**config.mk**
```make
export PLATFORM = sky130hd
export DESIGN_NAME = burst_ctrl_flat
export DESIGN_NICKNAME = d
export VERILOG_FILES = /design/src/rtl/burst_ctrl_if.sv /design/src/rtl/burst_ctrl.sv /design/src/flat_wrapper.sv
export SDC_FILE = /design/constraint.sdc
export NUM_CORES = 1
export LEC_CHECK = 0
export CORE_MARGIN = 2
export CORE_UTILIZATION = 31
export DETAILED_ROUTE_END_ITERATION = 8
export PLACE_DENSITY = 0.7
export SYNTH_ARGS = -nofsm -noshare
export SYNTH_HDL_FRONTEND = slang
export SYNTH_SLANG_ARGS = --single-unit
export TNS_END_PERCENT = 1
```
**constraint.sdc**
```tcl
create_clock -name i_clk -period 3.9 [get_ports i_clk]
set_clock_uncertainty 0.2 [all_clocks]
set_input_delay 0.78 -clock i_clk [delete_from_list [all_inputs] [get_ports i_clk]]
set_output_delay 0.78 -clock i_clk [all_outputs]
set_load 0.01 [all_outputs]
```
**src/rtl/burst_ctrl_if.sv**
```systemverilog
// Cache-side request/status and AXI burst channel bundle for burst_ctrl.
// The master modport is the controller's view; slave is the environment's view.
interface burst_ctrl_if #(
    parameter int ADDR_WIDTH = 64
);
    logic                  i_start_read;
    logic                  i_start_write;
    logic [ADDR_WIDTH-1:0] i_addr;
    logic                  o_arvalid;
    logic                  i_arready;
    logic                  o_awvalid;
    logic                  i_awready;
    logic [ADDR_WIDTH-1:0] o_addr;
    logic [7:0]            o_len;
    logic                  i_rvalid;
    logic                  i_rlast;
    logic                  o_rready;
    logic                  o_wvalid;
    logic                  o_wlast;
    logic                  i_wready;
    logic                  i_bvalid;
    logic [1:0]            i_bresp;
    logic                  o_bready;
    logic                  o_fifo_write_en;
    logic                  o_fifo_start_read;
    logic                  o_fifo_start_write;
    logic                  o_busy;
    logic                  o_done;
    logic                  o_error;

    modport master (
        input  i_start_read, i_start_write, i_addr, i_arready, i_awready,
               i_rvalid, i_rlast, i_wready, i_bvalid, i_bresp,
        output o_arvalid, o_awvalid, o_addr, o_len, o_rready, o_wvalid, o_wlast,
               o_bready, o_fifo_write_en, o_fifo_start_read, o_fifo_start_write,
               o_busy, o_done, o_error
    );

    modport slave (
        output i_start_read, i_start_write, i_addr, i_arready, i_awready,
               i_rvalid, i_rlast, i_wready, i_bvalid, i_bresp,
        input  o_arvalid, o_awvalid, o_addr, o_len, o_rready, o_wvalid, o_wlast,
               o_bready, o_fifo_write_en, o_fifo_start_read, o_fifo_start_write,
               o_busy, o_done, o_error
    );
endinterface

```
**src/rtl/burst_ctrl.sv**
```systemverilog
// AXI burst controller moving one cache block per refill/writeback; BLOCK_WIDTH/AXI_DATA_WIDTH
// must be a power of two. Define BURST_CTRL_ERR_CHECK_EN to flag RLAST/BRESP protocol errors.
module burst_ctrl #(
    parameter int AXI_DATA_WIDTH = 32,
    parameter int BLOCK_WIDTH    = 512,
    parameter int ADDR_WIDTH     = 64
) (
    input  logic         i_clk,
    input  logic         i_arstn,
    burst_ctrl_if.master bus
);
    localparam int BEATS       = BLOCK_WIDTH / AXI_DATA_WIDTH;
    localparam int CNT_W       = (BEATS > 1) ? $clog2(BEATS) : 1;
    localparam int OFFSET_BITS = $clog2(BLOCK_WIDTH / 8);
    localparam logic [CNT_W-1:0]      LAST_BEAT  = CNT_W'(BEATS - 1);
    localparam logic [ADDR_WIDTH-1:0] ALIGN_MASK = {ADDR_WIDTH{1'b1}} << OFFSET_BITS;

    typedef enum logic [2:0] {
        IDLE,
        AR,
        RDATA,
        AW,
        WDATA,
        BRESP,
        DONE
    } state_t;

    state_t                state_q, state_d;
    logic [CNT_W-1:0]      beatCnt_q, beatCnt_d;
    logic [ADDR_WIDTH-1:0] addr_q, addr_d;
    logic                  isWrite_q, isWrite_d;

    always_ff @(posedge i_clk or negedge i_arstn) begin
        if (!i_arstn) begin
            state_q   <= IDLE;
            beatCnt_q <= '0;
            addr_q    <= '0;
            isWrite_q <= 1'b0;
        end else begin
            state_q   <= state_d;
            beatCnt_q <= beatCnt_d;
            addr_q    <= addr_d;
            isWrite_q <= isWrite_d;
        end
    end

    // Writeback wins over refill in IDLE so a dirty victim leaves before its replacement arrives.
    always_comb begin
        state_d                = state_q;
        beatCnt_d              = beatCnt_q;
        addr_d                 = addr_q;
        isWrite_d              = isWrite_q;
        bus.o_arvalid          = 1'b0;
        bus.o_awvalid          = 1'b0;
        bus.o_rready           = 1'b0;
        bus.o_wvalid           = 1'b0;
        bus.o_wlast            = 1'b0;
        bus.o_bready           = 1'b0;
        bus.o_fifo_write_en    = 1'b0;
        bus.o_fifo_start_read  = 1'b0;
        bus.o_fifo_start_write = 1'b0;
        bus.o_done             = 1'b0;
        unique case (state_q)
            IDLE: begin
                if (bus.i_start_write) begin
                    state_d   = AW;
                    isWrite_d = 1'b1;
                    addr_d    = bus.i_addr & ALIGN_MASK;
                end else if (bus.i_start_read) begin
                    state_d   = AR;
                    isWrite_d = 1'b0;
                    addr_d    = bus.i_addr & ALIGN_MASK;
                end
            end
            AR: begin
                bus.o_arvalid         = 1'b1;
                bus.o_fifo_start_read = 1'b1;
                if (bus.i_arready) begin
                    state_d   = RDATA;
                    beatCnt_d = '0;
                end
            end
            RDATA: begin
                bus.o_rready          = 1'b1;
                bus.o_fifo_start_read = 1'b1;
                if (bus.i_rvalid) begin
                    bus.o_fifo_write_en = 1'b1;
                    beatCnt_d           = beatCnt_q + 1'b1;
                    if (beatCnt_q == LAST_BEAT) state_d = DONE;
                end
            end
            AW: begin
                bus.o_awvalid          = 1'b1;
                bus.o_fifo_start_write = 1'b1;
                if (bus.i_awready) begin
                    state_d   = WDATA;
                    beatCnt_d = '0;
                end
            end
            WDATA: begin
                bus.o_wvalid           = 1'b1;
                bus.o_wlast            = (beatCnt_q == LAST_BEAT);
                bus.o_fifo_start_write = 1'b1;
                if (bus.i_wready) begin
                    bus.o_fifo_write_en = 1'b1;
                    beatCnt_d           = beatCnt_q + 1'b1;
                    if (beatCnt_q == LAST_BEAT) state_d = BRESP;
                end
            end
            BRESP: begin
                bus.o_bready           = 1'b1;
                bus.o_fifo_start_write = 1'b1;
                if (bus.i_bvalid) state_d = DONE;
            end
            DONE: begin
                bus.o_done             = 1'b1;
                bus.o_fifo_start_read  = ~isWrite_q;
                bus.o_fifo_start_write = isWrite_q;
                state_d                = IDLE;
            end
            default: state_d = IDLE;
        endcase
    end

    assign bus.o_busy = (state_q != IDLE);
    assign bus.o_addr = addr_q;
    assign bus.o_len  = 8'(BEATS - 1);

`ifdef BURST_CTRL_ERR_CHECK_EN
    // Burst length is always set by the beat counter; RLAST/BRESP only raise a flag.
    always_comb begin
        bus.o_error = 1'b0;
        if (state_q == RDATA && bus.i_rvalid) begin
            bus.o_error = (bus.i_rlast != (beatCnt_q == LAST_BEAT));
        end else if (state_q == BRESP && bus.i_bvalid) begin
            bus.o_error = (bus.i_bresp != 2'b00);
        end
    end
`else
    assign bus.o_error = 1'b0;
`endif
endmodule

```
**src/flat_wrapper.sv**
```systemverilog
// flat-port wrapper written by rule: the top's interface ports become plain ports
module burst_ctrl_flat 
#(
    parameter int AXI_DATA_WIDTH = 32,
    parameter int BLOCK_WIDTH    = 512,
    parameter int ADDR_WIDTH     = 64
)
  (i_clk, i_arstn, bus_i_start_read, bus_i_start_write, bus_i_addr, bus_i_arready, bus_i_awready, bus_i_rvalid, bus_i_rlast, bus_i_wready, bus_i_bvalid, bus_i_bresp, bus_o_arvalid, bus_o_awvalid, bus_o_addr, bus_o_len, bus_o_rready, bus_o_wvalid, bus_o_wlast, bus_o_bready, bus_o_fifo_write_en, bus_o_fifo_start_read, bus_o_fifo_start_write, bus_o_busy, bus_o_done, bus_o_error);
  burst_ctrl_if #(.ADDR_WIDTH(ADDR_WIDTH)) bus_i ();
  input  logic i_clk;
  input  logic i_arstn;
  input wire logic [$bits(bus_i.i_start_read)-1:0] bus_i_start_read;
  input wire logic [$bits(bus_i.i_start_write)-1:0] bus_i_start_write;
  input wire logic [$bits(bus_i.i_addr)-1:0] bus_i_addr;
  input wire logic [$bits(bus_i.i_arready)-1:0] bus_i_arready;
  input wire logic [$bits(bus_i.i_awready)-1:0] bus_i_awready;
  input wire logic [$bits(bus_i.i_rvalid)-1:0] bus_i_rvalid;
  input wire logic [$bits(bus_i.i_rlast)-1:0] bus_i_rlast;
  input wire logic [$bits(bus_i.i_wready)-1:0] bus_i_wready;
  input wire logic [$bits(bus_i.i_bvalid)-1:0] bus_i_bvalid;
  input wire logic [$bits(bus_i.i_bresp)-1:0] bus_i_bresp;
  output wire logic [$bits(bus_i.o_arvalid)-1:0] bus_o_arvalid;
  output wire logic [$bits(bus_i.o_awvalid)-1:0] bus_o_awvalid;
  output wire logic [$bits(bus_i.o_addr)-1:0] bus_o_addr;
  output wire logic [$bits(bus_i.o_len)-1:0] bus_o_len;
  output wire logic [$bits(bus_i.o_rready)-1:0] bus_o_rready;
  output wire logic [$bits(bus_i.o_wvalid)-1:0] bus_o_wvalid;
  output wire logic [$bits(bus_i.o_wlast)-1:0] bus_o_wlast;
  output wire logic [$bits(bus_i.o_bready)-1:0] bus_o_bready;
  output wire logic [$bits(bus_i.o_fifo_write_en)-1:0] bus_o_fifo_write_en;
  output wire logic [$bits(bus_i.o_fifo_start_read)-1:0] bus_o_fifo_start_read;
  output wire logic [$bits(bus_i.o_fifo_start_write)-1:0] bus_o_fifo_start_write;
  output wire logic [$bits(bus_i.o_busy)-1:0] bus_o_busy;
  output wire logic [$bits(bus_i.o_done)-1:0] bus_o_done;
  output wire logic [$bits(bus_i.o_error)-1:0] bus_o_error;
  assign bus_i.i_start_read = bus_i_start_read;
  assign bus_i.i_start_write = bus_i_start_write;
  assign bus_i.i_addr = bus_i_addr;
  assign bus_i.i_arready = bus_i_arready;
  assign bus_i.i_awready = bus_i_awready;
  assign bus_i.i_rvalid = bus_i_rvalid;
  assign bus_i.i_rlast = bus_i_rlast;
  assign bus_i.i_wready = bus_i_wready;
  assign bus_i.i_bvalid = bus_i_bvalid;
  assign bus_i.i_bresp = bus_i_bresp;
  assign bus_o_arvalid = bus_i.o_arvalid;
  assign bus_o_awvalid = bus_i.o_awvalid;
  assign bus_o_addr = bus_i.o_addr;
  assign bus_o_len = bus_i.o_len;
  assign bus_o_rready = bus_i.o_rready;
  assign bus_o_wvalid = bus_i.o_wvalid;
  assign bus_o_wlast = bus_i.o_wlast;
  assign bus_o_bready = bus_i.o_bready;
  assign bus_o_fifo_write_en = bus_i.o_fifo_write_en;
  assign bus_o_fifo_start_read = bus_i.o_fifo_start_read;
  assign bus_o_fifo_start_write = bus_i.o_fifo_start_write;
  assign bus_o_busy = bus_i.o_busy;
  assign bus_o_done = bus_i.o_done;
  assign bus_o_error = bus_i.o_error;
  burst_ctrl #(.AXI_DATA_WIDTH(AXI_DATA_WIDTH), .BLOCK_WIDTH(BLOCK_WIDTH), .ADDR_WIDTH(ADDR_WIDTH)) u_core (.i_clk(i_clk), .i_arstn(i_arstn), .bus(bus_i));
endmodule
```
==> results of run 1 <==
==> power groups by stage <==
stage | Sequential (mW) | Combinational [mW] | Clock, mW
floorplan | 1.37 | 0.756 | 0
global placement | 1.25 | 1.73 | 0
detailed placement | 1.27 | 1.76 | 0
CTS | 1.26 | 1.76 | 0.541
global route | 1.31 | 1.86 | 0.584
finish | 1.25 | 1.73 | 0.518
==> worst paths after layout <==
| check | to | cells after the start | slack (ps) | start |
|---|---|---|---|---|
| worst max-delay path | bus_o_fifo_write_en | 4 | 570 | bus_i_wready |
| worst max register to register | u_core.bus.o_addr[63]$_DFFE_PN0P_ | 5 | 1540 | u_core.state_q[0]$_DFFE_PN0P_ |
| max in group asynchronous | u_core.isWrite_q$_DFFE_PN0P_ | 2 | 2510 | i_arstn |
| worst min register to register | u_core.bus.o_addr[27]$_DFFE_PN0P_ | 1 | 290 | u_core.bus.o_addr[27]$_DFFE_PN0P_ |
| worst min-delay path | u_core.bus.o_addr[27]$_DFFE_PN0P_ | 1 | 290 | u_core.bus.o_addr[27]$_DFFE_PN0P_ |
| min in group asynchronous | u_core.bus.o_addr[56]$_DFFE_PN0P_ | 2 | 420 | i_arstn |
==> kinds of logic after synthesis <==
family	count (synthesis)
mux	60
other cells	2
fa+ha+maj	1
simple gates	28
compound gates	21
buf+inv	31
flops	66
==> metrics by stage <==
step	std cells	utilization	hold slack [ps]
2_1_floorplan	222	-	284.4
3_3_place_gp	443	0.4791	265.5
3_5_place_dp	443	0.4791	274.1
4_1_cts	459	0.4994	289.7
5_1_grt	459	0.4994	304.7
6_report	459	0.4994	286.0
==> cell usage after synthesis <==
| library cell | number |
|---|---|
| clkbuf_1 | 1 |
| o211ai_1 | 3 |
| buf_6 | 1 |
| nor2_1 | 7 |
| buf_4 | 18 |
| o21ai_1 | 1 |
| o21ai_0 | 3 |
| a21oi_1 | 4 |
| nand2_1 | 6 |
| mux2_2 | 38 |
| mux2_1 | 20 |
| o32a_1 | 1 |
| inv_2 | 1 |
| inv_1 | 6 |
| nand3_1 | 4 |
| buf_2 | 2 |
| buf_8 | 2 |
| nand3b_1 | 3 |
| ha_1 | 1 |
| a21o_1 | 5 |
| nor2_4 | 1 |
| and3b_1 | 1 |
| a31oi_1 | 1 |
| conb_1 | 2 |
| o22ai_1 | 1 |
| a22o_1 | 1 |
| dfrtp_1 | 66 |
| nor3_1 | 1 |
| mux2i_1 | 2 |
| and3_1 | 1 |
| nand2b_1 | 3 |
| a22oi_1 | 1 |
| nor3_2 | 1 |
==> layer usage <==
metal / vias to the layer above / routed length, um / GRT usage / part of all wire
met5: - / 0 / 0 / 0
met4: 0 / 57 / 0.03477 / 0.0088
met3: 6 / 564 / 0.04596 / 0.087
met2: 101 / 3096 / 0.2193 / 0.48
met1: 1026 / 2764 / 0.1740 / 0.43
li1: 975 / - / - / -
==> area by class of cell <==
| class | instances | share of cell area |
|---|---|---|
| repair buffers | 137 | 0.3124 |
| clock inverters | 6 | 0.009388 |
| inverters | 7 | 0.005974 |
| well taps | 108 | 0.03073 |
| flip-flops and latches | 66 | 0.3755 |
| multi-input cells | 125 | 0.2347 |
| clock buffers | 10 | 0.03129 |
==> sequential cells by signal, summed over array words and instances, names as in the netlist <==
name	cells
u_core.bus.o_addr	58
u_core.isWrite_q	1
u_core.beatCnt_q	4
u_core.state_q	3
==> metrics.cfg, run 1 <==
[synth]
synthTopCellsByArea=dfrtp_1, mux2_2, mux2_1
synthDominantCellAreaShare=0.5792
synth_warnings=0
syn_avg_cell_area_um2=13.64
synth_adder_area_share=0.004388
synth_top_family_by_area=multiplexers
synth_cell_types=33
synth-simple-area-share=0.05309
synth_top_area_cell=dfrtp_1
ys_ff_latch=66
synthesis.instances=209
ys_seq_area_frac=0.5792
synthXorXnorAreaFrac=0
netlist_area_mm2=0.002851
synth_compound_area_frac=0.04871
muxShareOfSynthArea=0.2361

[floorplan]
io-pin-count=160
core-area_mm2=0.008806
initial_core_util=0.3238
num_rows=34
die_h_um=99.91
die_area_mm2=0.009981
die_w_um=99.91

[final_layout]
drive_above_1_share=0.1709
mostFrequentLayoutCells=clkdlybuf4s50_1, dfrtp_1, mux2_2
multi_input_comb_area_mm2=0.001032
design_area_mm2=0.004398
ff_latch_area_mm2=0.001652
fin_nets=423
syn_to_final_growth_pct=54.23
layout.cells.most_common=clkdlybuf4s50_1
diodes=0
nFillCells=793

[routing]
via_per_inst=4.593
finalWirelength_um=6482
ant_nets=0
drc=0
firstDrtPassIters=4
drt_iter0_drc=56
wire_per_inst_um=14.12
num_vias=2108

[clocking]
cts_buffers=9
cts_resized=0
cts_setup_buffers=0
root_buffer=clkbuf_8
insertion_delay_ps=330
cts_sinks=66
ctsHtreeMaxLevel=3
clkTransAtPathRegs_ps=70
cts_tree=yes
clock_path_buffers=2
cts-hold-fix-buffers=0

[power]
finalPower_mw=3.500
power.switching_mw=1.148
ir_worst_vdd_uv=311.9
p_clk_frac=0.148
switching_share=0.3279
power_density_mw_per_mm2=795.8
power_leakage_nw=1.833
internal_power_mw=2.352
p_comb_frac=0.494
p_seq_frac=0.358

[critical_path]
worstPathArrival_ps=2350
critPathKind=in2out
cp_common_cell=clkdlybuf4s50_1
cp_slowest_cell=clkdlybuf4s50_1
worst_setup_path_end_kind=output pin
required_ps=2920
critPathMaxStageDelay_ps=620
start_kind=primary input
path_cells=clkdlybuf4s50_1, nand3b_1, a21oi_1, clkdlybuf4s50_1
critPathMaxFanout=4
path_delay_family=buffers and inverters
worst-path-buf-inv=2

[global_routing]
grt_pass1_vias=2082
grt_max_degree=67
grt-ovfl-total=0
antenna_found_initial=0
grt.total_usage=0.1351
grt_first_pass_wirelength_um=10580

[run_status]
status=finished, final reports clean

[timing]
drv_slew=0
rsz0062_at_grt=false
max_slew_margin=0.4393
worst_pin_slew_ps=841.1
finalHoldViolations=0
setup_ws_ps=570.5
fmaxAchievable_ghz=0.3003
setup_violations=0
final.period_utilization=0.8537
setup-tns-final_ps=0
min_period_ps=3329

[placement]
post-place-ws_ps=601.6
hpwl_um=4722
io_buffers=135
dpl_cell_area_mm2=0.004219
finalWeightedCongestion=0.8445

[run]
maxCapViolCount=0

[hold_path]
min_path_type=reg2reg

Power figures use the tool's default switching activity.
==> run 2: changes to the inputs <==
Settings changed: CORE_MARGIN 2 to 1, MAX_ROUTING_LAYER from default to met4.
==> metrics.cfg, run 2 (synthesis gave the netlist of run 1 again) <==
[global_routing]
grt_max_degree=36  ; -46%
grt_first_pass_wirelength_um=10400  ; -1.7%
antenna_found_initial=0  ; unchanged
grt_pass1_vias=2134  ; +2.5%
grt-ovfl-total=0  ; unchanged
grt.total_usage=0.1404  ; +0.005290

[routing]
drt_iter0_drc=62  ; +11%
via_per_inst=4.475  ; -2.6%
finalWirelength_um=6198  ; -4.4%
num_vias=2054  ; -2.6%
ant_nets=0  ; unchanged
drc=15  ; +15
firstDrtPassIters=7  ; +3
wire_per_inst_um=13.50  ; -4.4%

[floorplan]
die_area_mm2=0.009585  ; -4.0%
initial_core_util=0.3238  ; unchanged
die_w_um=97.91  ; -2.0%
num_rows=34  ; unchanged
die_h_um=97.91  ; -2.0%
io-pin-count=160  ; unchanged
core-area_mm2=0.008806  ; unchanged

[clocking]
cts_tree=yes
cts_setup_buffers=0  ; unchanged
clock_path_buffers=2  ; unchanged
cts_resized=0  ; unchanged
root_buffer=clkbuf_8
cts-hold-fix-buffers=0  ; unchanged
ctsHtreeMaxLevel=3  ; unchanged
clkTransAtPathRegs_ps=70  ; about the same
insertion_delay_ps=330  ; about the same
cts_sinks=66  ; unchanged
cts_buffers=9  ; unchanged

[final_layout]
multi_input_comb_area_mm2=0.001032  ; unchanged
instances_no_fill=459  ; unchanged
layout.cells.most_common=clkdlybuf4s50_1
mostFrequentLayoutCells=clkdlybuf4s50_1, dfrtp_1, mux2_2
nFillCells=795  ; +0.25%
final_util=0.5011  ; +0.001705
diodes=0  ; unchanged
ff_latch_area_mm2=0.001652  ; unchanged
fin_nets=425  ; +0.47%
syn_to_final_growth_pct=54.76
drive_above_1_share=0.1709  ; unchanged
largest_register_ffs=58  ; unchanged

[run_status]
status=finished with violations
failed_checks=design-rule violations

[power]
power_density_mw_per_mm2=800.2  ; +0.56%
power_leakage_nw=1.856  ; +1.3%
ir_worst_vdd_uv=375.8  ; +20%

[timing]
min_period_ps=3274  ; -55.51 ps
finalHoldViolations=0  ; unchanged
final.period_utilization=0.8395  ; -0.01423
setup_violations=0  ; unchanged
worst_pin_slew_ps=656.9  ; -184.2 ps
max_slew_margin=0.5621  ; +0.1228
drv_slew=0  ; unchanged
setup-tns-final_ps=0  ; unchanged
rsz0062_at_grt=false
fmaxAchievable_ghz=0.3054  ; +1.7%

[hold_path]
min_path_type=in2async

[critical_path]
worstPathArrival_ps=2290  ; -60 ps
required_ps=2920  ; about the same
worst_r2r_endpoint=u_core.bus.o_addr[7]$_DFFE_PN0P_
critPathMaxFanout=4  ; unchanged
reg2reg_from=u_core.state_q[1]$_DFFE_PN0P_
worst_setup_path_end_kind=output pin
start_kind=primary input
r2r_setup_slack_ps=1710  ; +170 ps
r2r_cells=5  ; unchanged
critPathKind=in2out

[placement]
finalWeightedCongestion=0.8176  ; -3.2%
dp.cells=445  ; +0.45%
io_buffers=135  ; unchanged
hpwl_um=4536  ; -3.9%

[run]
maxCapViolCount=0  ; unchanged

## run 2: cell count changes in the layout (fill, tap and decap cells not counted)
cell        delta
buf_4          +3
clkinvlp_4     -3
buf_12         -1
bufinv_16      +1
clkbuf_8       +1
inv_6          -1
## run 2: layout make-up
cell class,instances,area share
multi-input cells,125,0.2339
inverters,7,0.005954
clock inverters,3,0.009073
well taps,108,0.03062
repair buffers,139,0.3119
flip-flops and latches,66,0.3743
clock buffers,11,0.03431
## run 2: through the flow
| stage | setup slack, ps | hold slack, ps | area [um^2] | power, mW |
|---|---|---|---|---|
| 2_1_floorplan | 1737 | 284.4 | 2900 | 2.127 |
| 3_3_place_gp | 636.8 | 267.1 | 4222 | 2.964 |
| 3_5_place_dp | 643.0 | 274.0 | 4222 | 3.005 |
| 4_1_cts | 630.9 | 288.3 | 4413 | 3.587 |
| 5_1_grt | 488.6 | 307.8 | 4413 | 3.767 |
| 6_report | 626.0 | 279.9 | 4413 | 3.531 |
## run 2: power breakdown
group | leakage, nW | internal, mW | switching, mW | total (mW)
Clock | 0.101 | 0.321 | 0.245 | 0.566
Combinational | 0.973 | 1.06 | 0.657 | 1.72
Sequential | 0.782 | 1.04 | 0.209 | 1.25
## run 2: worst max path at each step
stage	startpoint	to	slack (ps)	depth (start not counted)
floorplan	bus_i_wready	bus_o_fifo_write_en	1740	2
global placement	bus_i_wready	bus_o_fifo_write_en	640	4
detailed placement	bus_i_wready	bus_o_fifo_write_en	640	4
CTS	bus_i_wready	bus_o_fifo_write_en	630	4
global route	bus_i_wready	bus_o_fifo_write_en	490	4
finish	bus_i_wready	bus_o_fifo_write_en	630	4
## run 2: routing by layer
layer / track usage / wire length, um / up-vias / part of all wire
met3: 0.04152 / 495 / 6 / 0.080
met2: 0.2161 / 2913 / 92 / 0.47
met4: 0.03846 / 48 / 0 / 0.0077
li1: - / - / 966 / -
met5: - / 0 / - / 0
met1: 0.1795 / 2740 / 990 / 0.44
## run 2: worst max-delay path, cell delays in order
cell	delay (ps)
clkdlybuf4s50_1	470
nand3b_1	100
a21oi_1	320
clkdlybuf4s50_1	620
==> run 3: changes to the inputs <==
Clock period 3.9 ns to 3.1 ns, I/O delays scaled along.
==> metrics.cfg, run 3 (synthesis gave the netlist of run 1 again) <==
[routing]
num_vias=2083  ; +1.4%
firstDrtPassIters=6  ; -1
ant_nets=0  ; unchanged
via_per_inst=4.518  ; +0.97%
finalWirelength_um=6157  ; -0.66%
wire_per_inst_um=13.36  ; -1.1%
drt_iter0_drc=46  ; -26%
drc=15  ; unchanged

[final_layout]
layout.cells.most_common=clkdlybuf4s50_1
design_area_mm2=0.004427  ; +0.31%
largest_register_ffs=58  ; unchanged
syn_to_final_growth_pct=55.24
fin_nets=425  ; unchanged
mostFrequentLayoutCells=clkdlybuf4s50_1, dfrtp_1, mux2_2
final_util=0.5027  ; +0.001563
diodes=0  ; unchanged
drive_above_1_share=0.1728  ; +0.001864
instances_no_fill=461  ; +0.44%

[hold_path]
min_path_type=in2async

[power]
p_clk_frac=0.165  ; +0.005
p_seq_frac=0.351  ; -0.002
p_comb_frac=0.484  ; -0.003
power_leakage_nw=1.854  ; -0.11%
finalPower_mw=4.478  ; +27%
internal_power_mw=3.061  ; +26%
power_density_mw_per_mm2=1012  ; +26%
power.switching_mw=1.417  ; +28%
switching_share=0.3165  ; +0.001839
ir_worst_vdd_uv=472.8  ; +26%

[critical_path]
worst_setup_path_end_kind=output pin
worstPathArrival_ps=1990  ; -300 ps
start_kind=primary input
critPathMaxStageDelay_ps=560  ; -60 ps
path_cells=clkdlybuf4s50_1, nand3b_1, a21oi_1, clkdlybuf4s50_1
reg2reg_from=u_core.state_q[1]$_DFFE_PN0P_
critPathKind=in2out
critPathMaxFanout=2  ; -2
worst-path-buf-inv=2  ; unchanged
path_delay_family=buffers and inverters
cp_slowest_cell=clkdlybuf4s50_1
required_ps=2280  ; -640 ps
cp_common_cell=clkdlybuf4s50_1
r2r_setup_slack_ps=900  ; -810 ps
r2r_cells=5  ; unchanged
worst_r2r_endpoint=u_core.bus.o_addr[48]$_DFFE_PN0P_

[global_routing]
grt_first_pass_wirelength_um=10230  ; -1.6%
grt.total_usage=0.1399  ; -0.0004547
grt-ovfl-total=0  ; unchanged
antenna_found_initial=0  ; unchanged
grt_max_degree=67  ; +86%
grt_pass1_vias=2130  ; -0.19%

[placement]
finalWeightedCongestion=0.8244  ; +0.83%
io_buffers=135  ; unchanged
hpwl_um=4388  ; -3.3%
post-place-ws_ps=302.8  ; -340.2 ps
dp.cells=445  ; unchanged
dpl_cell_area_mm2=0.004222  ; unchanged

[floorplan]
io-pin-count=160  ; unchanged
die_area_mm2=0.009585  ; unchanged
die_h_um=97.91  ; unchanged
num_rows=34  ; unchanged
core-area_mm2=0.008806  ; unchanged
die_w_um=97.91  ; unchanged
initial_core_util=0.3238  ; unchanged

[timing]
worst_pin_slew_ps=823.4  ; +166.4 ps
setup-tns-final_ps=0  ; unchanged
min_period_ps=2806
setup_violations=0  ; unchanged
finalHoldViolations=0  ; unchanged
drv_slew=0  ; unchanged
rsz0062_at_grt=false
hold_slack_ps=243.4  ; -36.50 ps
fmaxAchievable_ghz=0.3564
final.period_utilization=0.9051
max_slew_margin=0.4511  ; -0.1110
setup_ws_ps=294.2  ; -331.9 ps

[clocking]
insertion_delay_ps=330  ; about the same
cts_setup_buffers=0  ; unchanged
root_buffer=clkbuf_8
cts_buffers=9  ; unchanged
clock_path_buffers=2  ; unchanged
clkTransAtPathRegs_ps=70  ; about the same
cts-hold-fix-buffers=0  ; unchanged
cts_resized=0  ; unchanged
cts_tree=yes
ctsHtreeMaxLevel=3  ; unchanged
cts_sinks=66  ; unchanged

[run_status]
failed_checks=design-rule violations
status=finished with violations

[run]
maxCapViolCount=0  ; unchanged

[run 3: changes by cell type in the layout (fill, tap and decap cells not counted)]
cell,before,now
clkinv_2,2,1
clkbuf_1,0,1
clkinvlp_4,0,2
[run 3: how the worst max path moves through the flow]
| stage | startpoint | cells after the start | slack [ps] | to |
|---|---|---|---|---|
| 5_1_grt | u_core.state_q[2]$_DFFE_PN0P_ | 4 | 180 | bus_o_fifo_start_write |
| 6_report | bus_i_wready | 4 | 290 | bus_o_fifo_write_en |
| 3_5_place_dp | bus_i_wready | 4 | 300 | bus_o_fifo_write_en |
| 4_1_cts | bus_i_wready | 4 | 290 | bus_o_fifo_write_en |
| 2_1_floorplan | u_core.state_q[1]$_DFFE_PN0P_ | 5 | 1200 | bus_o_fifo_start_read |
| 3_3_place_gp | bus_i_wready | 4 | 290 | bus_o_fifo_write_en |
[run 3: area by class of cell]
type / count / area, um^2
clock buffer: 12 / 155.1
sequential: 66 / 1652
clock inverter: 4 / 50.05
multi-input combinational: 125 / 1032
timing repair buffer: 139 / 1376
inverter: 7 / 26.28
fill: 783 / 4379
tap: 108 / 135.1
[run 3: worst register-to-register path: cells and delay by family (launching register included)]
family | cells | cell delay, ps
buffers and inverters | 2 | 530
AND/OR/NAND/NOR | 2 | 420
flip-flops | 1 | 520
multiplexers | 1 | 420
[run 3: power by group through the flow]
stage	Sequential [mW]	Clock, mW	Combinational [mW]
final	1.57	0.738	2.17
after global routing	1.64	0.808	2.32
after CTS	1.58	0.768	2.20
after detailed placement	1.59	0	2.19
after global placement	1.57	0	2.16
after floorplan	1.73	0	0.951
[run 3: metal layers]
metal  routed length, um  up-vias  global-route usage
li1                    -      975                   -
met1                2641     1013              0.1714
met2                2977       87              0.2167
met3                 453        8             0.03651
met4                  84        0             0.06294
met5                   0        -                   -
